**src/rtl/rf_exec_ctrl.sv**
```systemverilog
// rf_exec_ctrl: four-state controller that runs one instruction at a time
// against an external register file (read, execute, write back).
module rf_exec_ctrl (
    input  logic       Clk,
    input  logic       Rst,
    input  logic       inst_valid,
    output logic       inst_ready,
    input  logic [2:0] inst_op,
    input  logic [2:0] inst_rd,
    input  logic [2:0] inst_rs,
    input  logic [2:0] inst_rt,
    input  logic [7:0] inst_imm,
    output logic [2:0] RX,
    output logic [2:0] RY,
    input  logic [7:0] busX,
    input  logic [7:0] busY,
    output logic       WEN,
    output logic [2:0] RW,
    output logic [7:0] busW,
    output logic       done,
    output logic [7:0] result,
    output logic       carry
);

    typedef enum logic [1:0] {
        S_IDLE  = 2'd0,
        S_READ  = 2'd1,
        S_EXEC  = 2'd2,
        S_WRITE = 2'd3
    } state_e;

    typedef enum logic [2:0] {
        OP_ADD  = 3'd0,
        OP_SUB  = 3'd1,
        OP_AND  = 3'd2,
        OP_OR   = 3'd3,
        OP_XOR  = 3'd4,
        OP_SLT  = 3'd5,
        OP_MOVI = 3'd6,
        OP_NOP  = 3'd7
    } op_e;

    state_e     state_q, state_d;
    op_e        op_q;
    logic [2:0] rd_q;
    logic [2:0] rx_q, ry_q, rw_q;
    logic [7:0] imm_q;
    logic [7:0] a_q, b_q;
    logic [7:0] result_q, result_d;
    logic       carry_q, carry_d;
    logic       handshake;
    logic [8:0] sum9, diff9;

    assign handshake = inst_valid && (state_q == S_IDLE);

    // Nine-bit add/subtract so bit 8 is the ADD carry or the SUB borrow.
    assign sum9  = {1'b0, a_q} + {1'b0, b_q};
    assign diff9 = {1'b0, a_q} - {1'b0, b_q};

    // State register; reset wins over a simultaneous handshake.
    always_ff @(posedge Clk) begin
        // NOTE: sequential state uses <= so every register samples pre-edge values.
        if (Rst) begin
            state_q <= S_IDLE;
        end else begin
            state_q <= state_d;
        end
    end

    // Next-state logic: fixed IDLE->READ->EXEC->WRITE->IDLE walk.
    always_comb begin
        // NOTE: default first so every path assigns state_d and no latch is inferred.
        state_d = state_q;
        case (state_q)
            S_IDLE:  if (handshake) state_d = S_READ;
            S_READ:  state_d = S_EXEC;
            S_EXEC:  state_d = S_WRITE;
            S_WRITE: state_d = S_IDLE;
            default: state_d = S_IDLE;
        endcase
    end

    // ALU: NOP (and any unlisted code) keeps the previous result and carry.
    always_comb begin
        result_d = result_q;
        carry_d  = carry_q;
        case (op_q)
            OP_ADD: begin
                result_d = sum9[7:0];
                carry_d  = sum9[8];
            end
            OP_SUB: begin
                result_d = diff9[7:0];
                carry_d  = diff9[8];
            end
            OP_AND:  result_d = a_q & b_q;
            OP_OR:   result_d = a_q | b_q;
            OP_XOR:  result_d = a_q ^ b_q;
            OP_SLT:  result_d = {7'd0, ($signed(a_q) < $signed(b_q))};
            OP_MOVI: result_d = imm_q;
            default: ;
        endcase
    end

    // Datapath registers: latch instruction on accept, operands in READ,
    // result and write address in EXEC.
    always_ff @(posedge Clk) begin
        if (Rst) begin
            op_q     <= OP_NOP;
            rd_q     <= 3'd0;
            imm_q    <= 8'd0;
            rx_q     <= 3'd0;
            ry_q     <= 3'd0;
            rw_q     <= 3'd0;
            a_q      <= 8'd0;
            b_q      <= 8'd0;
            result_q <= 8'd0;
            carry_q  <= 1'b0;
        end else begin
            if (handshake) begin
                op_q  <= op_e'(inst_op);
                rd_q  <= inst_rd;
                imm_q <= inst_imm;
                // Read addresses change only here, so they hold outside READ.
                rx_q  <= inst_rs;
                ry_q  <= inst_rt;
            end
            if (state_q == S_READ) begin
                a_q <= busX;
                b_q <= busY;
            end
            if (state_q == S_EXEC) begin
                result_q <= result_d;
                carry_q  <= carry_d;
                rw_q     <= rd_q;
            end
        end
    end

    assign inst_ready = (state_q == S_IDLE);
    assign done       = (state_q == S_WRITE);
    // R0 is never written, and NOP retires without touching the file.
    assign WEN        = done && (op_q != OP_NOP) && (rd_q != 3'd0);
    assign RX         = rx_q;
    assign RY         = ry_q;
    assign RW         = rw_q;
    assign busW       = result_q;
    assign result     = result_q;
    assign carry      = carry_q;

endmodule

```
**config.mk**
```make
export PLATFORM = sky130hd
export DESIGN_NAME = rf_exec_ctrl
export DESIGN_NICKNAME = d
export VERILOG_FILES = /design/src/rtl/rf_exec_ctrl.sv
export SDC_FILE = /design/constraint.sdc
export NUM_CORES = 1
export LEC_CHECK = 0
export CORE_ASPECT_RATIO = 1.1
export CORE_MARGIN = 3
export CORE_UTILIZATION = 52
export CTS_BUF_LIST = sky130_fd_sc_hd__clkbuf_16
export CTS_CLUSTER_SIZE = 40
export DETAILED_ROUTE_END_ITERATION = 6
export GPL_TIMING_DRIVEN = 0
export PLACE_DENSITY = 0.8
export SLEW_MARGIN = 20
export SYNTH_ARGS = -nofsm -noshare
export SYNTH_HDL_FRONTEND = slang
export SYNTH_SLANG_ARGS = --single-unit
```
**constraint.sdc**
```tcl
create_clock -name Clk -period 3 [get_ports Clk]
set_input_delay 0.6 -clock Clk [delete_from_list [all_inputs] [get_ports Clk]]
set_output_delay 0.6 -clock Clk [all_outputs]
set_load 0.005 [all_outputs]
```
== Yosys cells after proc, flatten, opt, wreduce, memory -nomap -nowiden ==
Index checks and enable logic that the tools add are counted.

* Bits in registers: 50
* Input bits: 39
* Logic and storage cells: 42

* $add $sub $neg: 2
* Magnitude comparators: 1
* Equality and inequality tests: 11
* Multiplexer cells: 4
* Bitwise gates (word level): 3
* Reduce and logical (&&, ||, !) cells: 10

{| class="wikitable"
|+ Operators by type and width
! kind !! count
|-
| 8-bit case mux with 7 select lines || 1
|-
| 8-bit by 8-bit adder with 9-bit output || 1
|-
| 3-bit == test (second input constant) || 3
|-
| 8-bit by 8-bit subtractor with 9-bit output || 1
|-
| 8-bit bitwise AND || 1
|-
| 8-bit less-than comparator || 1
|-
| 8-bit bitwise OR || 1
|-
| 2-bit case mux with 4 select lines || 1
|-
| 8-bit XOR || 1
|-
| 7-bit nonzero test || 1
|-
| 3-bit by 2-bit == test with 1-bit output (second input constant) || 2
|-
| 2-bit == test (second input constant) || 2
|-
| 2-bit AND reduction || 2
|-
| 3-bit by 1-bit == test with 1-bit output (second input constant) || 1
|-
| 1-bit logical AND || 3
|-
| 3-bit zero test || 1
|-
| 3-bit inequality test (second input constant) || 1
|-
| 3-bit nonzero test || 1
|-
| 2-bit by 1-bit == test with 1-bit output (second input constant) || 1
|-
| 2-bit zero test || 1
|-
| 2-bit two-way mux || 1
|-
| 2-bit by 1-bit inequality test with 1-bit output (second input constant) || 1
|-
| 1-bit case mux with 2 select lines || 1
|-
| 2-bit nonzero test || 1
|}

== Depth between registers and ports, before layout ==
* Depth after elaboration: 4
* Depth in mapped cells: 9
* Gate-level depth less buffers: 9

== Least setup slack after synthesis ==
OpenSTA, ideal clock, no wires.

* Path type: flip-flop to flip-flop
* From: register a_q[0]
* To: register result_q[6], in the netlist busW[6]
* Setup time: 103 ps
* Arrival: 2014 ps
* Data required time: 2897 ps
* Path slack: 883 ps
* Cell stages (with the launch flop): 10
* Cell sequence: dfxtp_1 > inv_1 > ha_1 > fa_1 > o21bai_1 > a21oi_1 > o31ai_1 > xnor2_1 > nand2_1 > a2111oi_2

* Word-level cells in the longest chain between the ends: 2
* Elaborated cells on any way between the ends: 3

{| class="wikitable"
|+ Ends and longest elaborated chain
! what !! RTL line !! source
|-
| from (decl) || 48 || <nowiki>logic [7:0] a_q, b_q;</nowiki>
|-
| from (signal assigned) || 129 || <nowiki>a_q <= busX;</nowiki>
|-
| 8-bit by 8-bit subtractor with 9-bit output or 8-bit by 8-bit adder with 9-bit output (tied branches) || 58, 57 ||
|-
| 8-bit case mux with 7 select lines (*) || 87 || <nowiki>case (op_q)</nowiki>
|-
| to (signal assigned) || 133 || <nowiki>result_q <= result_d;</nowiki>
|-
| to (decl) || 49 || <nowiki>logic [7:0] result_q, result_d;</nowiki>
|}

Mark *: on every way between the ends. The rest lies on a longest branch, timed or not.
A chain may end at the register's enable or synchronous reset.

== Final worst setup path ==
Ends and elaborated chain as after synthesis.

==> impl_metrics.py <==
metrics = {
    "logic_synthesis": {
        "syn_avg_cell_area_sq_um": 8.00,
        "async_flop_share": 0,
        "ys_seq_area_frac": 0.311,
        "synth_enable_flop_cells": 0,
        "synth_area_sq_mm": 0.00322,
        "yosysUniqueCellTypes": 52,
        "netlist_instances": 402,
        "yosys_warnings": 0,
        "synth_flop_cell": "dfxtp_1",
        "synth_fp_nets": 471,
        "synth_seq_cells": 50,
    },
    "place": {
        "place_area_sq_mm": 0.00397,
        "post-dp-hpwl_um": 6790,
        "dpl.cell_count": 545,
        "gp_congestion": 0.919,
        "dp_slack_ns": 0.619,
        "io_buffers": 66,
    },
    "clock_tree": {
        "clk_latency_ns": 0.29,
        "clk_pin_slew_worst_paths_ns": 0.07,
        "postCtsSetupBuffers": 0,
        "h-tree-depth": 2,
        "clockRootBuffer": "clkbuf_16",
        "cts_buffer_depth": 2,
        "cts_sinks": 50,
        "cts_buffers": 5,
        "cts_resized": 0,
        "postCtsHoldBufs": 0,
        "cts_tree": "built",
    },
    "cells_and_area": {
        "fin_nets": 544,
        "antenna_cells": 0,
        "layout_common_cells": "clkdlybuf4s50_1, nand2_1, dfxtp_1",
        "fin_area_sq_mm": 0.00415,
        "layout_commonest_cell": "clkdlybuf4s50_1",
        "fin_cells": 553,
        "final_layout_size_suffix_gt1_frac": 0.0840,
        "fillCellCount": 512,
        "utilization": 0.706,
        "syn_to_final_growth_pct": 28.9,
    },
    "routing": {
        "first_pass_iters": 5,
        "wl_met2_um": 4270,
        "wl_met1_um": 3880,
        "drt_iter0_drc": 205,
        "top_layer": "met4",
        "routed_wl_um": 8810,
        "vias": 3097,
        "routed_via_density": 5.60,
        "antenna_left": 0,
        "drc": 0,
        "wl_met3_um": 472,
        "avgRoutedWirePerCell_um": 15.9,
    },
    "hold_path": {
        "worstHoldStart": "imm_q[6]",
        "hp-class": "reg -> reg",
    },
    "flow_run": {
        "maxCapViolCount": 0,
    },
    "sta": {
        "slew_headroom": 0.587,
        "final.setup.worst_slack_ns": 0.558,
        "hold_viol": 0,
        "setup_viol": 0,
        "slew_viol_final": 0,
        "min_period_ns": 2.44,
        "worstMarginPinSlew_ns": 0.620,
        "fmax_mhz": 409,
        "clock-skew-final_ns": 0.00604,
        "post-route-period-util": 0.814,
        "rsz0062_at_grt": "false",
        "tns_ns": 0,
    },
    "floorplan": {
        "die_x_um": 81.0,
        "die-area_sq_mm": 0.00717,
        "rows": 29,
        "num_io_pins": 68,
        "coreArea_sq_mm": 0.00588,
        "dieHeight_um": 88.5,
        "start_util": 0.547,
    },
    "pwr": {
        "p_leak_uw": 0.00164,
        "seqPwrFrac": 0.269,
        "ir_drop_uv": 514,
        "p_per_area_mw_per_mm2": 836,
        "p_int_uw": 2050,
        "clock_power_share": 0.193,
        "p_sw_frac": 0.410,
        "switching_power_uw": 1420,
        "power_frac_comb": 0.538,
    },
    "worst_setup_path": {
        "crit_arrival_ns": 2.63,
        "crit_path_end_kind": "flop",
        "reg2reg_from": "a_q[0]",
        "ff2ff_setup_slack_ns": 0.56,
        "startpoint": "a_q[0]",
        "worstSetupPathType": "reg -> reg",
        "cp.required_ns": 3.19,
        "cp-start-kind": "flop",
        "crit_fanout": 3,
    },
    "grt": {
        "grt_usage": 0.257,
        "grt_pass1_vias": 2932,
        "grt.overflow.total": 0,
        "grt_max_degree": 18,
        "antenna_found_initial": 0,
        "grt_pass1_wl_um": 14300,
    },
    "status": {
        "outcome": "finished clean",
    },
}
[power groups by stage]
stage	clock network, uW	registers, uW	logic (uW)
5_1_grt	707	958	2060
2_1_floorplan	0	921	1280
6_report	669	933	1870
3_3_place_gp	0	939	1810
3_5_place_dp	0	950	1840
4_1_cts	676	935	1850
[kinds of logic (layout without fill, tap and decap cells)]
| family | Yosys count | count (layout) | share of synthesized area |
|---|---|---|---|
| mux | 25 | 25 | 0.0778 |
| xor+xnor | 6 | 6 | 0.0163 |
| buf+inv | 65 | 139 | 0.0976 |
| flops | 50 | 50 | 0.311 |
| simple gates | 134 | 134 | 0.185 |
| fa+ha+maj | 30 | 30 | 0.121 |
| compound gates | 92 | 92 | 0.191 |
[critical path: stages (launching register included)]
cell,delay (ns)
dfxtp_1,0.36
inv_1,0.07
ha_1,0.23
fa_1,0.42
o21bai_1,0.16
a21oi_1,0.15
o31ai_1,0.28
xnor2_1,0.17
nand2_1,0.13
a2111oi_2,0.37
[sequential cells by signal, summed over array words and instances, names as in the netlist]
name / cells
state_q: 2
busW: 8
RX: 3
RW: 3
op_q: 3
carry: 1
b_q: 8
imm_q: 8
rd_q: 3
a_q: 8
RY: 3
[Yosys cell counts, drive strengths merged (5+ instances only)]
cell type  number  area [sq um]
a21oi          34           170
nor2           41           154
nand2          55           206
a211oi          9          72.6
ha             28           350
nor3            9          55.1
a31oi           5          31.3
o21ai          12          60.1
dfxtp          50          1000
nand3           6          30.0
buf            22           148
mux2i          25           250
inv            30           113
clkbuf         13          53.8
[stage by stage]
stage | hold WS (ns) | power [uW]
after floorplan | 0.433 | 2200
after global placement | 0.444 | 2750
after detailed placement | 0.446 | 2790
after CTS | 0.456 | 3460
after global routing | 0.472 | 3720
final | 0.452 | 3470
[per-layer routing]
layer,track usage,vias up
met5,0,-
met4,0.0722,0
met3,0.0387,17
met2,0.438,113
met1,0.337,1457
li1,-,1510
[layout make-up]
type                    count  area, sq um  area share
plain buffers              35          201      0.0486
flip-flops and latches     50         1000       0.241
clock buffers               5          125      0.0302
repair buffers             66          661       0.159
inverters                  30          113      0.0271
multi-input cells         287         1900       0.459
clock inverters             3         48.8      0.0118
well taps                  77         96.3      0.0232
[final timing paths]
| path | cells past startpoint | to |
|---|---|---|
| min | 2 | imm_q[6] |
| max reg2reg | 9 | busW[6] |
| min reg2reg | 2 | imm_q[6] |
| max | 9 | busW[6] |
Power figures use the tool's default switching activity.
